===== src/rtl/score_fnd_scan.sv =====
// Three-digit multiplexed 7-segment scanner with frame-locked input capture
// and optional whole-display blink.
module score_fnd_scan #(
  parameter int SCAN_DIV     = 50000,
  parameter int BLINK_FRAMES = 64
) (
  input  logic       clk,
  input  logic       rst_n,
  input  logic [3:0] digit_one,
  input  logic [3:0] digit_ten,
  input  logic [3:0] digit_hun,
  input  logic       blink_en,
  output logic [7:0] seg_out,
  output logic [2:0] com_out,
  output logic       frame_tick
);

  localparam int PW = (SCAN_DIV > 2) ? $clog2(SCAN_DIV) : 1;
  localparam int FW = (BLINK_FRAMES > 1) ? $clog2(BLINK_FRAMES) : 1;
  localparam logic [PW-1:0] PRE_LAST = PW'(SCAN_DIV - 1);
  localparam logic [FW-1:0] FRM_LAST = FW'(BLINK_FRAMES - 1);
  localparam logic [3:0]    BLANK    = 4'd10;

  logic [PW-1:0] pre;
  logic [1:0]    idx;
  logic [3:0]    sh_one, sh_ten, sh_hun;
  logic [FW-1:0] fcnt;
  logic          phase;
  logic [7:0]    seg_raw;

  logic          scan_tick, wrap;
  logic [1:0]    idx_nxt;
  logic [3:0]    code_nxt;
  logic [2:0]    com_nxt;
  logic [7:0]    seg_nxt;
  logic [FW-1:0] fcnt_nxt;
  logic          phase_nxt;

  function automatic logic [7:0] decode(input logic [3:0] c);
    logic [7:0] s;
    case (c)
      4'd0:    s = 8'h3F;
      4'd1:    s = 8'h06;
      4'd2:    s = 8'h5B;
      4'd3:    s = 8'h4F;
      4'd4:    s = 8'h66;
      4'd5:    s = 8'h6D;
      4'd6:    s = 8'h7D;
      4'd7:    s = 8'h07;
      4'd8:    s = 8'h7F;
      4'd9:    s = 8'h6F;
      default: s = 8'h00;
    endcase
    return s;
  endfunction

  assign scan_tick = (pre == PRE_LAST);
  assign wrap      = scan_tick && (idx == 2'd2);

  always_comb begin
    idx_nxt = idx;
    if (scan_tick)
      idx_nxt = (idx == 2'd2) ? 2'd0 : idx + 2'd1;
  end

  // On the wrap edge the ones slot shows the value being captured
  always_comb begin
    code_nxt = BLANK;
    com_nxt  = 3'b110;
    unique case (1'b1)
      (idx_nxt == 2'd0): begin
        code_nxt = wrap ? digit_one : sh_one;
        com_nxt  = 3'b110;
      end
      (idx_nxt == 2'd1): begin
        code_nxt = sh_ten;
        com_nxt  = 3'b101;
      end
      default: begin
        code_nxt = sh_hun;
        com_nxt  = 3'b011;
      end
    endcase
  end

  always_comb begin
    seg_nxt   = scan_tick ? decode(code_nxt) : seg_raw;
    fcnt_nxt  = '0;
    phase_nxt = 1'b0;
    if (blink_en) begin
      fcnt_nxt  = fcnt;
      phase_nxt = phase;
      if (wrap) begin
        fcnt_nxt = (fcnt == FRM_LAST) ? '0 : fcnt + FW'(1);
        if (fcnt == FRM_LAST)
          phase_nxt = ~phase;
      end
    end
  end

  always_ff @(posedge clk or negedge rst_n) begin
    if (!rst_n) begin
      pre        <= '0;
      idx        <= 2'd0;
      sh_one     <= BLANK;
      sh_ten     <= BLANK;
      sh_hun     <= BLANK;
      fcnt       <= '0;
      phase      <= 1'b0;
      seg_raw    <= 8'h00;
      seg_out    <= 8'h00;
      com_out    <= 3'b110;
      frame_tick <= 1'b0;
    end else begin
      pre        <= scan_tick ? '0 : pre + PW'(1);
      idx        <= idx_nxt;
      fcnt       <= fcnt_nxt;
      phase      <= phase_nxt;
      seg_raw    <= seg_nxt;
      seg_out    <= (blink_en && phase_nxt) ? 8'h00 : seg_nxt;
      com_out    <= com_nxt;
      frame_tick <= wrap;
      if (wrap) begin
        sh_one <= digit_one;
        sh_ten <= digit_ten;
        sh_hun <= digit_hun;
      end
    end
  end

endmodule

===== config.mk =====
export PLATFORM = sky130hd
export DESIGN_NAME = score_fnd_scan
export DESIGN_NICKNAME = d
export VERILOG_FILES = /design/src/rtl/score_fnd_scan.sv
export SDC_FILE = /design/constraint.sdc
export NUM_CORES = 1
export LEC_CHECK = 0
export CAP_MARGIN = 20
export CELL_PAD_IN_SITES_DETAIL_PLACEMENT = 0
export CELL_PAD_IN_SITES_GLOBAL_PLACEMENT = 1
export CORE_MARGIN = 2
export CORE_UTILIZATION = 44
export DETAILED_ROUTE_END_ITERATION = 12
export PLACE_DENSITY_LB_ADDON = 0.3
export SYNTH_ARGS = -nofsm -noshare
export SYNTH_HDL_FRONTEND = slang
export SYNTH_SLANG_ARGS = --single-unit

===== constraint.sdc =====
create_clock -name clk -period 4.4 [get_ports clk]
set_clock_uncertainty 0.1 [all_clocks]
set_input_delay 0.88 -clock clk [delete_from_list [all_inputs] [get_ports clk]]
set_output_delay 0.88 -clock clk [all_outputs]
set_load 0.01 [all_outputs]

==> results of run 1 <==
-- worst max-delay path: stages, from the launching register on --
cell	delay, ps
dfrtp_1	420
or4_4	550
or4_1	820
nor3_1	250
a21oi_1	110
mux2i_1	170
o21a_1	230
inv_1	70
ha_1	120
or3b_1	360
o2111ai_1	140
a31oi_1	110
-- final cells by class --
| cell class | instances | share of cell area, % |
|---|---|---|
| Inverter | 6 | 0.692 |
| Clock inverter | 5 | 0.922 |
| Multi-Input combinational cell | 197 | 38.0 |
| Sequential cell | 57 | 44.1 |
| Timing Repair Buffer | 30 | 8.76 |
| Clock buffer | 11 | 4.65 |
| Tap cell | 75 | 2.88 |
-- cells in the mapped netlist, types with 3 or more instances --
library cell,number
xnor2_1,6
nand3_1,16
dfrtp_1,49
dfstp_2,8
nand2_1,60
inv_1,5
ha_1,7
a21oi_1,7
mux2i_1,4
a211oi_1,3
o21ai_0,4
nor3_1,3
and2_1,6
o21a_1,3
and3_1,7
nor2_1,13
clkbuf_1,5
xor2_1,9
a31oi_1,5
nor2b_1,8
-- layer usage --
layer  vias up  part of all wire [%]
li1        988                     -
met1       903                    51
met2        34                    44
met3         6                   3.2
met4         0                   1.0
met5         -                     0
-- cell families (layout without fill, tap and decap cells) --
kind of cell / Yosys count / after routing
AOI/OAI and AO/OA: 41 / 41
buffers and inverters: 14 / 52
and+or+nand+nor: 129 / 129
xor gates and xnor gates: 15 / 15
adders and majority gates: 7 / 7
DFF: 57 / 57
muxes: 5 / 5
-- flip-flops by register name, summed over array words and instances, names as in the netlist --
signal / count
pre: 16
seg_out: 8
seg_raw: 8
fcnt: 6
sh_hun: 4
sh_one: 4
sh_ten: 4
com_out: 3
idx: 2
frame_tick: 1
phase: 1
-- worst paths after layout --
check | end | slack, ps | cells past startpoint
worst max-delay path | seg_out[3] | 830 | 11
worst min-delay path | pre[0] | 350 | 1
worst max register to register | seg_out[3] | 830 | 11
worst min register to register | pre[0] | 350 | 1
max in group asynchronous | sh_one[3] | 2920 | 2
min in group asynchronous | pre[1] | 440 | 1
-- per-stage QoR --
step | power, W | setup slack [ps]
2_1_floorplan | 0.000535 | 1060
3_3_place_gp | 0.000559 | 900
3_5_place_dp | 0.000559 | 827
4_1_cts | 0.00101 | 803
5_1_grt | 0.00103 | 513
6_report | 0.000990 | 826
-- report_power, final --
part                      switching (W)  internal, W
combinational                 0.0000123    0.0000117
clock                          0.000210     0.000232
sequential     0.0000000000000000000937     0.000524
total                          0.000222     0.000768
==> flow_metrics.tcl, run 1 <==
set metrics [dict create \
    status "finished clean" \
    yosys.area.top_type "dfrtp_1" \
    synth_cells 268 \
    multi_input_area_um2 1240 \
    clk_latency_ps 340 \
    cap_violations 0 \
    crit_path_start_kind "register" \
    cts_resized 0 \
    final_common_cell "nand2_1" \
    drtPass1Iterations 4 \
    antenna_found_initial 0 \
    grt_pass1_wl_mm 8.91 \
    clk_pin_slew_ps 60 \
    final_util_pct 54.7 \
    synth.avg_cell_area_um2 10.2 \
    area.sequential_um2 1440 \
    use_met2_pct 24.9 \
    syn_area_um2 2730 \
    fillers 534 \
    cts_tree "built" \
    drt_wl_total_mm 5.04 \
    drtAntennaViolNets 0 \
    coreArea_um2 5960 \
    rsz0062_at_grt "false" \
    dp_hpwl_mm 3.45 \
    synthArstFlopShare_pct 100 \
    cts.htree.levels 3 \
    synth_cell_types 55 \
    drive_gt1_share_pct 13.4 \
    row_count 28 \
    most-common-layout-cells "nand2_1 (60), dfrtp_1 (49), clkdlybuf4s50_1 (25), nand3_1 (16), nor2_1 (13)" \
    holdBufCountCts 0 \
    max_slew_margin_pct 61.8 \
    grt_overflow 0 \
    synth-xor-area-share_pct 4.81 \
    ys_ff_latch 57 \
    drt_iter0_drc 87 \
    ir_drop_uv 170 \
    worstMarginPinSlew_ps 573 \
    die_w_um 82.8 \
    post_drt_wl_per_cell_um 13.2 \
    yosys_warnings 0 \
    setup_viol 0 \
    use_met3_pct 3.90 \
    synth.area.mux_share_pct 2.02 \
    die-area_um2 6850 \
    path_max_fanout 15 \
    crit_path_end_kind "register" \
    startpoint "pre[11]" \
    synth-compound-area-share_pct 11.5 \
    hp-class "reg -> reg" \
    max_freq_ghz 0.280 \
    numClockSinks 57 \
    finalNetCount 323 \
    worstPathRequired_ps 4510 \
    die_h_um 82.8 \
    initial_core_util_pct 45.8 \
    cts-root-buf "clkbuf_8" \
    viasPerCell 5.07 \
    synth-edff-count 0 \
    drc 0 \
    syn_to_final_growth_pct 19.2 \
    slew_violations 0 \
    globalRoute.busiestLayer "met2" \
    dpl-instance-area_um2 3070 \
    ys_top_cells_by_area "dfrtp_1 (45%), nand2_1 (8.2%), dfstp_2 (7.7%)" \
    period_share_pct 81.2 \
    gp_congestion 0.778 \
    dp.cells 365 \
    timing.rr.start "pre[11]" \
    postLayoutCellArea_um2 3260 \
    clockBufferDepth 2 \
    power_per_cell_area_nw_per_um2 304 \
    critPathArrivalTime_ps 3680 \
    setup_tns_ps 0 \
    grt_pass1_vias 1933 \
    synth_flop_cell "dfrtp_1" \
    synthAdderAreaFrac_pct 3.21 \
    worstSetupPathType "reg -> reg" \
    ios 27 \
    syn-num-nets 290 \
    numCtsBuffers 9 \
    diodes 0 \
    grt_util_all_layers_pct 17.7 \
    grt_use_met1_pct 24.9 \
    yosysSeqAreaShare_pct 52.6 \
    leakagePower_nw 1.48 \
    holdWs_ps 351 \
    grt_max_degree 32 \
    finalHoldViolCount 0 \
    hp-start "pre[0]" \
    vias 1931 \
    synth_top_family_by_area "simple AND/OR/NAND/NOR gates" \
    yosys.area.top_type_share_pct 44.9 \
    finalNonFillerCells 381 \
    post-route-min-period_ps 3570 \
    post_cts_buffers 0 \
    synth_simple_gate_area_share_pct 23.8 \
    portBuffers 26 \
]
(Power assumes the default switching activity.)
==> run 2: changes to the inputs <==
--- a/config.mk
+++ b/config.mk
@@ -9,7 +9,7 @@
 export CELL_PAD_IN_SITES_DETAIL_PLACEMENT = 0
 export CELL_PAD_IN_SITES_GLOBAL_PLACEMENT = 1
 export CORE_MARGIN = 2
-export CORE_UTILIZATION = 44
+export CORE_UTILIZATION = 40
 export DETAILED_ROUTE_END_ITERATION = 12
 export PLACE_DENSITY_LB_ADDON = 0.3
 export SYNTH_ARGS = -nofsm -noshare
==> constraint.sdc (replaced) <==
create_clock -name clk -period 3.2 [get_ports clk]
set_clock_uncertainty 0.1 [all_clocks]
set_input_delay 0.64 -clock clk [delete_from_list [all_inputs] [get_ports clk]]
set_output_delay 0.64 -clock clk [all_outputs]
set_load 0.01 [all_outputs]
==> flow_metrics.tcl, run 2 (synthesized netlist as in run 1, its figures left out) <==
set metrics [dict create \
    status "finished clean" \
    power_per_cell_area_nw_per_um2 405 \
    leakagePower_nw 1.56 \
    setup_viol 0 \
    dp_hpwl_mm 3.60 \
    initial_core_util_pct 40.9 \
    clockBufferDepth 2 \
    drt_iter0_drc 66 \
    period_share_pct 99.7 \
    post_drt_wl_per_cell_um 13.1 \
    reg_top3 "pre (16), seg_out (8), seg_raw (8)" \
    finalHoldViolCount 0 \
    multi_input_area_um2 1310 \
    critPathArrivalTime_ps 3300 \
    setup_slack_ps 10.9 \
    syn_to_final_growth_pct 26.6 \
    crit_path_start_kind "register" \
    drtAntennaViolNets 0 \
    viasPerCell 4.98 \
    drtPass1Iterations 4 \
    max_freq_ghz 0.314 \
    dp_slack_ps 29.7 \
    setup_tns_ps 0 \
    die-area_um2 7500 \
    worstSetupPathType "reg -> reg" \
    worstPathRequired_ps 3310 \
    grt_util_all_layers_pct 16.0 \
    ir_drop_uv 268 \
    drc 0 \
    most-common-layout-cells "nand2_1 (60), dfrtp_1 (49), clkdlybuf4s50_1 (25), buf_4 (18), nand3_1 (16)" \
    path_max_fanout 4 \
    die_h_um 86.6 \
    use_met2_pct 24.3 \
    grt_overflow 0 \
    cts-root-buf "clkbuf_8" \
    grt_max_degree 33 \
    holdWs_ps 200 \
    die_w_um 86.6 \
    max_slew_margin_pct 61.4 \
    grt_use_met1_pct 20.8 \
    diodes 0 \
    post-route-min-period_ps 3190 \
    coreArea_um2 6680 \
    globalRoute.busiestLayer "met2" \
    portBuffers 26 \
    row_count 30 \
    numClockSinks 57 \
    crit_path_end_kind "register" \
    drive_gt1_share_pct 20.9 \
    numCtsBuffers 9 \
    fillers 627 \
    hp-class "in -> async" \
    drt_wl_total_mm 5.25 \
    ios 27 \
    final_util_pct 51.7 \
    worstMarginPinSlew_ps 578 \
    vias 1996 \
    cts.htree.levels 3 \
    gp_congestion 0.762 \
    use_met3_pct 4.48 \
    cap_violations 0 \
    grt_pass1_vias 1953 \
    clk_pin_slew_ps 60 \
    largest_register_ff_count 16 \
    area.sequential_um2 1440 \
    holdBufCountCts 0 \
    grt_pass1_wl_mm 9.18 \
    final_common_cell "nand2_1" \
    slew_violations 0 \
    rsz0062_at_grt "true" \
    regMostFlops "pre" \
    clk_latency_ps 330 \
    finalNetCount 338 \
    cts_tree "built" \
    antenna_found_initial 0 \
]
-- run 2: cell count changes in the layout (fill, tap and decap cells not counted), sizes merged --
| cell | before | now |
|---|---|---|
| clkinvlp | 2 | 0 |
| clkbuf | 11 | 13 |
| clkinv | 4 | 3 |
| buf | 5 | 20 |
| bufinv | 0 | 1 |
-- run 2: per-layer routing --
metal	up-vias	wire, um
li1	1018	-
met1	943	2690
met2	27	2290
met3	8	167
met4	0	99
met5	-	0
-- run 2: timing repair --
item                       in CTS  in global routing
gates resized for setup         0                 12
buffers inserted                0                  1
pin swaps                       1                  6
setup endpoints to repair       2                 12
-- run 2: path summary, 6_finish.rpt --
check                      startpoint  slack (ps)          to  cells after the start
max in group asynchronous       rst_n        1980     fcnt[0]                      2
min in group clk               pre[0]         350      pre[0]                      1
min reg2reg                    pre[0]         350      pre[0]                      1
max                            pre[5]          10  seg_out[3]                     11
max reg2reg                    pre[5]          10  seg_out[3]                     11
min                             rst_n         200      pre[9]                      1
-- run 2: metrics by stage --
| stage | total power (W) | area (um^2) | std cells |
|---|---|---|---|
| 2_1_floorplan | 0.000735 | 2770 | 268 |
| 3_3_place_gp | 0.000769 | 3210 | 384 |
| 3_5_place_dp | 0.000769 | 3210 | 384 |
| 4_1_cts | 0.00143 | 3400 | 400 |
| 5_1_grt | 0.00147 | 3460 | 401 |
| 6_report | 0.00140 | 3460 | 401 |
-- run 2: power by group --
part           internal [W]   total, W  leakage, nW            switching (W)
combinational     0.0000161  0.0000334        0.794                0.0000173
sequential         0.000721   0.000721        0.671  0.000000000000000000128
clock              0.000379   0.000646       0.0974                 0.000267
-- run 2: worst max-delay path: stages, from the launching register on --
cell	delay, ps
dfrtp_1	390
or4bb_4	570
or4_4	590
nor3_4	170
a21oi_4	60
mux2i_2	170
o21a_1	220
inv_1	70
ha_2	150
or3b_4	380
o2111ai_2	110
a31oi_1	110
-- run 2: area by class of cell --
| cell class | count | area share (%) |
|---|---|---|
| inverters | 6 | 0.651 |
| clock buffers | 13 | 4.31 |
| flip-flops and latches | 57 | 41.5 |
| well taps | 80 | 2.90 |
| multi-input cells | 197 | 37.8 |
| clock inverters | 3 | 1.16 |
| repair buffers | 45 | 11.6 |
==> run 3: changes to the inputs <==
--- a/config.mk
+++ b/config.mk
@@ -9,8 +9,9 @@
 export CELL_PAD_IN_SITES_DETAIL_PLACEMENT = 0
 export CELL_PAD_IN_SITES_GLOBAL_PLACEMENT = 1
 export CORE_MARGIN = 2
-export CORE_UTILIZATION = 40
+export CORE_UTILIZATION = 44
 export DETAILED_ROUTE_END_ITERATION = 12
+export DONT_BUFFER_PORTS = 1
 export PLACE_DENSITY_LB_ADDON = 0.3
 export SYNTH_ARGS = -nofsm -noshare
 export SYNTH_HDL_FRONTEND = slang
==> flow_metrics.tcl, run 3 (synthesized netlist as in run 1, its figures left out) <==
set metrics [dict create \
    clockBufferDepth 2 \
    post-route-min-period_ps 3170 \
    row_count 28 \
    p_clk_share_pct 46.9 \
    die_w_um 82.8 \
    drc 0 \
    grt_util_all_layers_pct 18.9 \
    cts.htree.levels 3 \
    final_common_cell "nand2_1" \
    leakagePower_nw 1.47 \
    cts_tree "built" \
    drtAntennaViolNets 0 \
    finalNetCount 313 \
    finalHoldViolCount 0 \
    grt_max_degree 50 \
    ir_drop_uv 229 \
    setup_tns_ps 0 \
    worstPathRequired_ps 3320 \
    gp_congestion 0.751 \
    antenna_found_initial 0 \
    largest_register_ff_count 16 \
    reg_top3 "pre (16), seg_out (8), seg_raw (8)" \
    cts-root-buf "clkbuf_8" \
    p_int_w 0.00108 \
    drtPass1Iterations 5 \
    crit_path_end_kind "register" \
    total_power_w 0.00139 \
    max_slew_margin_pct 63.7 \
    grt_overflow 0 \
    power_frac_seq_pct 51.9 \
    drive_gt1_share_pct 23.6 \
    rsz0062_at_grt "true" \
    switching_share_pct 22.1 \
    cap_violations 0 \
    post_drt_wl_per_cell_um 14.5 \
    multi_input_area_um2 1320 \
    fillers 544 \
    crit_path_start_kind "register" \
    status "finished clean" \
    dp.cells 352 \
    final_util_pct 54.4 \
    drt_iter0_drc 93 \
    max_freq_ghz 0.315 \
    clk_latency_ps 340 \
    grt_pass1_wl_mm 9.47 \
    initial_core_util_pct 45.8 \
    dp_hpwl_mm 3.59 \
    numCtsBuffers 9 \
    dpl-instance-area_um2 2940 \
    numClockSinks 57 \
    critPathArrivalTime_ps 3290 \
    hp-class "in -> async" \
    coreArea_um2 5960 \
    most-common-layout-cells "nand2_1 (60), dfrtp_1 (49), buf_4 (18), nand3_1 (16), nor2_1 (13)" \
    portBuffers 0 \
    die-area_um2 6850 \
    setup_viol 0 \
    viasPerCell 5.20 \
    path_max_fanout 4 \
    postLayoutCellArea_um2 3240 \
    area.sequential_um2 1440 \
    slew_violations 0 \
    drt_wl_total_mm 5.40 \
    grt_pass1_vias 1921 \
    switchingPower_w 0.000307 \
    worstSetupPathType "reg -> reg" \
    worstMarginPinSlew_ps 544 \
    vias 1931 \
    die_h_um 82.8 \
    r2r_slack_ps 30 \
    syn_to_final_growth_pct 18.7 \
    power_per_cell_area_nw_per_um2 429 \
    power.share.combinational_pct 1.2 \
    period_share_pct 99.1 \
    finalNonFillerCells 371 \
    regMostFlops "pre" \
    ios 27 \
    diodes 0 \
    clk_pin_slew_ps 70 \
]
## run 3: routing by layer
metal | wire [um] | vias up | track usage, % | share of wire [%]
li1 | - | 968 | - | -
met1 | 2710 | 916 | 26.4 | 50
met2 | 2390 | 39 | 26.2 | 44
met5 | 0 | - | 0 | 0
met4 | 74 | 0 | 8.69 | 1.4
met3 | 224 | 8 | 6.39 | 4.2
## run 3: worst max-delay path, cell delays in order, from the launching register on
cell and delay, ps:
dfrtp_1 390, or4bb_4 570, or4_4 590, nor3_4 170
a21oi_4 60, mux2i_2 170, o21a_1 220, inv_1 70
ha_1 120, or3b_4 380, o2111ai_2 100, a31oi_1 110
## run 3: final timing paths
path,from,end,depth (start not counted)
max in group asynchronous,rst_n,idx[1],1
hold reg to reg,pre[0],pre[0],1
hold / removal,rst_n,sh_one[1],0
setup reg to reg,pre[5],seg_out[3],11
setup / recovery,pre[5],seg_out[3],11
min in group clk,digit_ten[3],sh_ten[3],2
## run 3: final cells by class
type                    count  area share (%)
clock inverters             7            2.20
flip-flops and latches     57            44.3
multi-input cells         197            40.7
clock buffers               9            3.82
repair buffers             20            5.37
well taps                  75            2.90
inverters                   6           0.695
## run 3: through the flow
stage          hold WS, ps  setup WS (ps)
5_1_grt               14.6           -106
3_3_place_gp           246           59.5
3_5_place_dp           246           4.02
2_1_floorplan          244          -45.9
4_1_cts               20.0           2.62
6_report              44.1           27.2
## run 3: timing repair
item / in CTS / in global routing
endpoints found under the setup margin: 2 / 14
hold buffers: 1 / 0
setup buffers: 2 / 0
pin swaps: 1 / 7
endpoints found under the hold margin: 49 / 0
gates resized for setup: 0 / 11
## run 3: power groups by stage
stage,combinational (W),sequential [W],clock (W)
after floorplan,0.00000116,0.000734,0
final,0.0000164,0.000721,0.000653
after detailed placement,0.00000116,0.000734,0
after global placement,0.00000116,0.000734,0
after global routing,0.0000196,0.000720,0.000717
after CTS,0.0000180,0.000721,0.000679
